<file path="src/rtl/clock_pkg.sv">
// Shared definitions for the digital-clock time fields.
// Contents:
//   bcd_nibble_t              one BCD digit (0..9 when valid)
//   SEC_MAX, HR24_MAX,
//   HR12_MIN, HR12_MAX        standard field bounds (decimal)
//   bcd_inc / bcd_dec         single-digit 0..9 step with wrap
//   bin_to_bcd8               decimal 0..99 to packed {tens, ones}
//   bcd8_valid                both nibbles of a packed byte are 0..9
package clock_pkg;

  typedef logic [3:0] bcd_nibble_t;

  localparam int unsigned SEC_MAX  = 32'd59;
  localparam int unsigned HR24_MAX = 32'd23;
  localparam int unsigned HR12_MIN = 32'd1;
  localparam int unsigned HR12_MAX = 32'd12;

  // Out-of-range inputs fold to 0 so the result is always a legal digit.
  function automatic bcd_nibble_t bcd_inc(input bcd_nibble_t d);
    if (d >= 4'd9) begin
      return 4'd0;
    end else begin
      return d + 4'd1;
    end
  endfunction

  // Out-of-range inputs fold to 9 so the result is always a legal digit.
  function automatic bcd_nibble_t bcd_dec(input bcd_nibble_t d);
    if ((d == 4'd0) || (d > 4'd9)) begin
      return 4'd9;
    end else begin
      return d - 4'd1;
    end
  endfunction

  function automatic logic [7:0] bin_to_bcd8(input int unsigned v);
    bcd_nibble_t t;
    bcd_nibble_t o;
    t = 4'((v / 32'd10) % 32'd10);
    o = 4'(v % 32'd10);
    return {t, o};
  endfunction

  function automatic logic bcd8_valid(input logic [7:0] v);
    return (v[7:4] <= 4'd9) && (v[3:0] <= 4'd9);
  endfunction

endpackage

</file>
<file path="src/rtl/bcd_digit.sv">
// One BCD digit register with up/down stepping, preset and wrap bounds.
// Ports:
//   clk_i, rst_ni      clock, asynchronous active-low reset (to RST_VAL)
//   load_i, load_val_i preset (highest priority)
//   up_i, down_i       step requests; both high cancels
//   min_i, max_i       wrap bounds: up at max_i -> min_i, down at min_i -> max_i
//   q_o                current digit
//   tc_up_o, tc_dn_o   digit sits at max_i / min_i
module bcd_digit
  import clock_pkg::*;
#(
  parameter bcd_nibble_t RST_VAL = 4'd0
) (
  input  logic        clk_i,
  input  logic        rst_ni,
  input  logic        load_i,
  input  bcd_nibble_t load_val_i,
  input  logic        up_i,
  input  logic        down_i,
  input  bcd_nibble_t min_i,
  input  bcd_nibble_t max_i,
  output bcd_nibble_t q_o,
  output logic        tc_up_o,
  output logic        tc_dn_o
);

  bcd_nibble_t q_q;
  bcd_nibble_t q_d;

  // Next digit: preset, else a single-direction step with wrap, else hold.
  always_comb begin
    q_d = q_q;
    if (load_i) begin
      q_d = load_val_i;
    end else if (up_i && !down_i) begin
      q_d = (q_q == max_i) ? min_i : bcd_inc(q_q);
    end else if (down_i && !up_i) begin
      q_d = (q_q == min_i) ? max_i : bcd_dec(q_q);
    end else begin
      q_d = q_q;
    end
  end

  // Digit state register.
  always_ff @(posedge clk_i or negedge rst_ni) begin
    if (!rst_ni) begin
      q_q <= RST_VAL;
    end else begin
      q_q <= q_d;
    end
  end

  assign q_o     = q_q;
  assign tc_up_o = (q_q == max_i);
  assign tc_dn_o = (q_q == min_i);

endmodule

</file>
<file path="src/rtl/bcd_mod_counter.sv">
// Two-digit BCD modulo counter over [MIN_VAL, MAX_VAL] for clock time fields.
// Ports:
//   clk, rst            clock, asynchronous active-low reset (value -> MIN_VAL)
//   en                  stage enable; low freezes state and clears load_err
//   inc, dec            level-sampled count requests (both high cancels)
//   load, load_val      validated synchronous preset, packed BCD {tens, ones}
//   tens, ones          current value
//   carry_out           combinational: up-wrap taken this cycle
//   borrow_out          combinational: down-wrap taken this cycle
//   load_err            registered one-cycle pulse after a rejected load
module bcd_mod_counter
  import clock_pkg::*;
#(
  parameter int unsigned MIN_VAL = 32'd0,
  parameter int unsigned MAX_VAL = HR24_MAX
) (
  input  logic       clk,
  input  logic       rst,
  input  logic       en,
  input  logic       inc,
  input  logic       dec,
  input  logic       load,
  input  logic [7:0] load_val,
  output logic [3:0] tens,
  output logic [3:0] ones,
  output logic       carry_out,
  output logic       borrow_out,
  output logic       load_err
);

  if ((MIN_VAL >= MAX_VAL) || (MAX_VAL > 32'd99)) begin : g_bad_range
    $fatal(1, "bcd_mod_counter: illegal range MIN_VAL=%0d MAX_VAL=%0d", MIN_VAL, MAX_VAL);
  end

  localparam logic [7:0] MIN_BCD = bin_to_bcd8(MIN_VAL);
  localparam logic [7:0] MAX_BCD = bin_to_bcd8(MAX_VAL);

  bcd_nibble_t tens_q;
  bcd_nibble_t ones_q;
  logic        load_err_q;
  logic        load_err_d;

  logic [7:0]  value_s;
  logic        at_max_s;
  logic        at_min_s;
  logic        up_s;
  logic        dn_s;
  logic        load_ok_s;
  logic        preset_s;
  logic [7:0]  preset_val_s;
  logic        ones_tc_up_s;
  logic        ones_tc_dn_s;
  logic        tens_tc_up_s;
  logic        tens_tc_dn_s;
  logic        ones_up_s;
  logic        ones_dn_s;
  logic        tens_up_s;
  logic        tens_dn_s;

  // Packed BCD keeps numeric order for legal digits, so range checks are
  // plain byte compares once both nibbles are known to be <= 9.
  assign value_s   = {tens_q, ones_q};
  assign at_max_s  = (value_s == MAX_BCD);
  assign at_min_s  = (value_s == MIN_BCD);
  assign up_s      = en & inc & ~dec & ~load;
  assign dn_s      = en & dec & ~inc & ~load;
  assign load_ok_s = en & load & bcd8_valid(load_val) &
                     (load_val >= MIN_BCD) & (load_val <= MAX_BCD);

  assign carry_out  = up_s & at_max_s;
  assign borrow_out = dn_s & at_min_s;

  // Range wraps reuse the digit preset path, so both digits jump together.
  assign preset_s = load_ok_s | carry_out | borrow_out;

  // Preset source: accepted load value, else the wrap target.
  always_comb begin
    preset_val_s = MIN_BCD;
    if (load_ok_s) begin
      preset_val_s = load_val;
    end else if (borrow_out) begin
      preset_val_s = MAX_BCD;
    end else begin
      preset_val_s = MIN_BCD;
    end
  end

  // Ordinary steps inside the range; tens only moves on a ones roll-over.
  // The tens terminal counts never gate in a legal range, they only stop a
  // tens digit from rolling past 9 or below 0.
  assign ones_up_s = up_s & ~at_max_s;
  assign ones_dn_s = dn_s & ~at_min_s;
  assign tens_up_s = ones_up_s & ones_tc_up_s & ~tens_tc_up_s;
  assign tens_dn_s = ones_dn_s & ones_tc_dn_s & ~tens_tc_dn_s;

  bcd_digit #(
    .RST_VAL (MIN_BCD[3:0])
  ) u_ones (
    .clk_i      (clk),
    .rst_ni     (rst),
    .load_i     (preset_s),
    .load_val_i (preset_val_s[3:0]),
    .up_i       (ones_up_s),
    .down_i     (ones_dn_s),
    .min_i      (4'd0),
    .max_i      (4'd9),
    .q_o        (ones_q),
    .tc_up_o    (ones_tc_up_s),
    .tc_dn_o    (ones_tc_dn_s)
  );

  bcd_digit #(
    .RST_VAL (MIN_BCD[7:4])
  ) u_tens (
    .clk_i      (clk),
    .rst_ni     (rst),
    .load_i     (preset_s),
    .load_val_i (preset_val_s[7:4]),
    .up_i       (tens_up_s),
    .down_i     (tens_dn_s),
    .min_i      (4'd0),
    .max_i      (4'd9),
    .q_o        (tens_q),
    .tc_up_o    (tens_tc_up_s),
    .tc_dn_o    (tens_tc_dn_s)
  );

  // A rejected load is any load request seen while enabled that fails checks.
  assign load_err_d = en & load & ~load_ok_s;

  // Error pulse register.
  always_ff @(posedge clk or negedge rst) begin
    if (!rst) begin
      load_err_q <= 1'b0;
    end else begin
      load_err_q <= load_err_d;
    end
  end

  assign tens     = tens_q;
  assign ones     = ones_q;
  assign load_err = load_err_q;

endmodule

</file>
<file path="config.mk">
export PLATFORM = sky130hd
export DESIGN_NAME = bcd_mod_counter
export DESIGN_NICKNAME = d
export VERILOG_FILES = /design/src/rtl/clock_pkg.sv /design/src/rtl/bcd_digit.sv /design/src/rtl/bcd_mod_counter.sv
export SDC_FILE = /design/constraint.sdc
export NUM_CORES = 1
export LEC_CHECK = 0
export BUFFER_PORTS_ARGS = -buffer_cell sky130_fd_sc_hd__buf_2
export CORE_AREA = 3 3 60 62
export DETAILED_ROUTE_END_ITERATION = 12
export DIE_AREA = 0 0 63 65
export GPL_TIMING_DRIVEN = 0
export PLACE_DENSITY = 0.75
export RECOVER_POWER = 100
export REMOVE_ABC_BUFFERS = 1
export SETUP_SLACK_MARGIN = 0.02
export SLEW_MARGIN = 20
export SYNTH_ARGS = -nofsm -noshare
export SYNTH_HDL_FRONTEND = slang
export SYNTH_HIERARCHICAL = 1
export SYNTH_SLANG_ARGS = --single-unit
</file>
<file path="constraint.sdc">
create_clock -name clk -period 2.6 [get_ports clk]
set_input_delay 0.13 -clock clk [delete_from_list [all_inputs] [get_ports clk]]
set_output_delay 0.13 -clock clk [all_outputs]
set_load 0.02 [all_outputs]
</file>
==> results.tsv <==
stage	metric	value	unit
run_status	status	complete, no violations	
setup_path	arrival	2.64	ns
cells_and_area	fin_nets	276	
global_route	grt_use_total	18.0	%
pwr	ir_worst_vdd	598	uV
clock_tree	numClockSinks	9	
global_route	grt_max_degree	21	
sta	setup-violations-final	0	
setup_path	r2r-start	u_ones/q_o[1]	
cells_and_area	diodes	0	
synth	synth_xor_area_share	9.06	%
sta	tightest_slew	0.550	ns
synth	synth_edf_count	0	
synth	yosys_most_used_dff	dfrtp_1	
sta	finalCritPeriodShare	94.9	%
hold_path	min_path_type	in -> reg	
floorplanning	die_x	63	um
cells_and_area	drive_above_1_share	15.5	%
global_route	gr-total-overflow	0	
setup_path	cp-end-kind	flop	
synth	synthMuxAreaShare	2.59	%
cells_and_area	area_growth	21.4	%
synth	synth.top_cell.area_share	14.6	%
setup_path	cp-start-kind	flop	
setup_path	r2r_cells	8	
synth	yosysTopAreaCell	dfrtp_1	
synth	synthAdderAreaFrac	8.09	%
setup_path	required	2.78	ns
setup_path	cp-endpoint	u_tens/q_o[3]	
pwr	power_density	907	nW/um2
route	finalWirelength	3830	um
cells_and_area	stdcell_count	295	
placed_design	gp_congestion	0.818	
cells_and_area	multi_input_area	1350	um2
clock_tree	cts_buffers	3	
synth	synth_area_leaders	dfrtp_1 15%, xor2_1 9.1%, ha_1 8.1%	
synth	ys_types	44	
sta	min_period	2.47	ns
route	first_pass_iters	4	
route	drcViolationCount	0	
clock_tree	clock_latency	0.27	ns
clock_tree	htree_levels	1	
synth	synth_top_family_by_area	simple AND/OR/NAND/NOR gates	
setup_path	path_cells	xor2_1 -> nor4_4 -> and3b_1 -> inv_1 -> ha_2 -> nor2_1 -> o211ai_1 -> o221ai_1	
sta	fin_worst_skew	0.00141	ns
placed_design	dp_cells	282	
floorplanning	coreArea	3080	um2
synth	syn_area	1550	um2
global_route	antenna_found_initial	0	
synth	synthArstFlopShare	100	%
setup_path	max_stage_delay	0.52	ns
setup_path	r2r-end	u_tens/q_o[3]	
global_route	grt_pass1_wl	6190	um
sta	rsz0062_at_grt	no	
pwr	p_leak	0.000803	uW
route	ant_nets	0	
floorplanning	die_h	65	um
setup_path	ff2ff_setup_slack	0.13	ns
flow_run	maxCapViolCount	0	
sta	clock.fmax	405	MHz
sta	setup_ws	0.132	ns
setup_path	path_class	reg -> reg	
placed_design	dp_hpwl	2640	um
synth	synthSimpleGateAreaFrac	29.9	%
synth	ys_seq_elements	9	
route	vias_per_cell	5.28	
placed_design	io_buffers	24	
global_route	grt_pass1_vias	1360	
cells_and_area	regArea	226	um2
floorplanning	ioPinCount	25	
setup_path	path_max_fanout	10	
cells_and_area	n_fill_cell	307	
route	vias	1557	
clock_tree	cts_tree	done	
sta	maxSlewViolCount	0	
placed_design	place_ws	-0.262	ns
route	wire_per_inst	13.0	um
clock_tree	root_buffer	clkbuf_4	
synth	syn_inst	190	
setup_path	cp_slowest_cell	dfrtp_1	
synth	synth-compound-area-share	27.0	%
synth	ys_seq_area_share	14.6	%
sta	hold_violations	0	
floorplanning	start_util	50.2	%
setup_path	crit_start	u_ones/q_o[1]	
floorplanning	dieArea	4100	um2
hold_path	hold_path_startpoint	load	
clock_tree	clk_path_buf_depth	2	
route	drt_iter0_markers	125	
synth	yosysWarnings	6	
floorplanning	row_count	20	
synth	avgSynthCellArea	8.14	um2
sta	relSlewSlack	63.4	%
clock_tree	path_clk_slew	0.06	ns
-- cell usage in the layout (no fill, tap or decap), types with 2 or more instances in the layout --
| cell | instances |
|---|---|
| o41ai_1 | 2 |
| nor2_1 | 12 |
| dfrtp_1 | 8 |
| a31oi_1 | 8 |
| ha_1 | 9 |
| buf_4 | 7 |
| inv_1 | 14 |
| nor4_4 | 4 |
| and3b_1 | 3 |
| nand3_1 | 2 |
| nor4_1 | 2 |
| nor3b_1 | 5 |
| a21oi_1 | 17 |
| or2b_1 | 2 |
| nor2b_1 | 2 |
| nor3_1 | 2 |
| a31o_1 | 4 |
| conb_1 | 34 |
| a311oi_1 | 2 |
| or4_1 | 2 |
| nand2_1 | 13 |
| clkbuf_1 | 10 |
| clkbuf_4 | 3 |
| o221ai_1 | 2 |
| o21ai_0 | 7 |
| mux2i_1 | 4 |
| nand3b_1 | 2 |
| a211oi_1 | 2 |
| o21bai_1 | 2 |
| nand2b_1 | 4 |
| o31ai_1 | 4 |
| buf_2 | 15 |
| nor4bb_1 | 3 |
| xor2_1 | 16 |
| o211ai_1 | 4 |
-- cells in the mapped netlist (5+ instances only) --
library cell	n
nor2_1	13
nand2_1	13
ha_1	10
a21oi_1	18
o21ai_0	7
a31oi_1	8
nor3b_1	5
inv_1	14
xor2_1	16
buf_6	6
dfrtp_1	9
-- sequential cells by signal, summed over array words and instances, names as in the netlist --
name        cells
u_ones/q_o      4
u_tens/q_o      4
load_err        1
-- power breakdown --
part | leakage [uW] | internal, uW | total [uW] | switching [uW]
Sequential | 0.000110 | 198 | 432 | 234
Clock | 0.0000150 | 59.3 | 110 | 51.0
Combinational | 0.000678 | 500 | 1160 | 661
-- final cells by class --
type | instances | area share [%]
sequential | 9 | 12.1
timing repair buffer | 32 | 9.13
inverter | 14 | 2.80
multi-input combinational | 192 | 71.7
tap | 44 | 2.93
clock buffer | 4 | 1.40
-- stage by stage --
stage	power [uW]	hold WS (ns)	setup TNS, ns	area, um2	utilization (%)
2_1_floorplan	1260	-0.166	0	1590	-
3_3_place_gp	1520	-0.0101	-1.20	1770	57.4
3_5_place_dp	1540	-0.0112	-1.35	1770	57.4
4_1_cts	1660	0.121	0	1830	59.3
5_1_grt	1870	0.133	0	1880	61.0
6_report	1700	0.115	0	1880	61.0
-- repair_timing --
action,in CTS,in global routing
pin swaps,3,4
endpoints found under the setup margin,8,8
hold buffers,1,0
resized for setup,4,6
setup buffers,1,6
cloned,0,1
hold endpoints to repair,9,0
-- worst min path at each step --
stage,end,slack (ns),cells after the start
floorplan,load_err,-0.17,0
global placement,u_ones/q_o[0],-0.01,1
detailed placement,u_ones/q_o[0],-0.01,1
CTS,load_err,0.12,2
global route,load_err,0.13,2
finish,load_err,0.11,2
-- layer usage --
metal | vias up | track usage [%] | share of wire [%]
met2 | 35 | 28.5 | 46
li1 | 806 | - | -
met4 | 0 | 4.68 | 0.73
met5 | - | 0 | 0
met1 | 711 | 26.7 | 50
met3 | 5 | 0.693 | 3.4
-- critical path: cells and delay by family (launching register included) --
kind,cells,cell delay [ns]
fa+ha+maj,1,0.30
compound gates,2,0.36
simple gates,3,0.90
flops,1,0.52
xor+xnor,1,0.25
buf+inv,1,0.04
-- cell families (layout without fill, tap and decap cells) --
group / after synthesis / after routing
and+or+nand+nor: 67 / 67
AOI/OAI and AO/OA: 60 / 61
DFF: 9 / 9
buffers and inverters: 22 / 50
other: 2 / 34
xor gates and xnor gates: 16 / 16
adders and majority gates: 10 / 10
muxes: 4 / 4
Power figures use the tool's default switching activity.
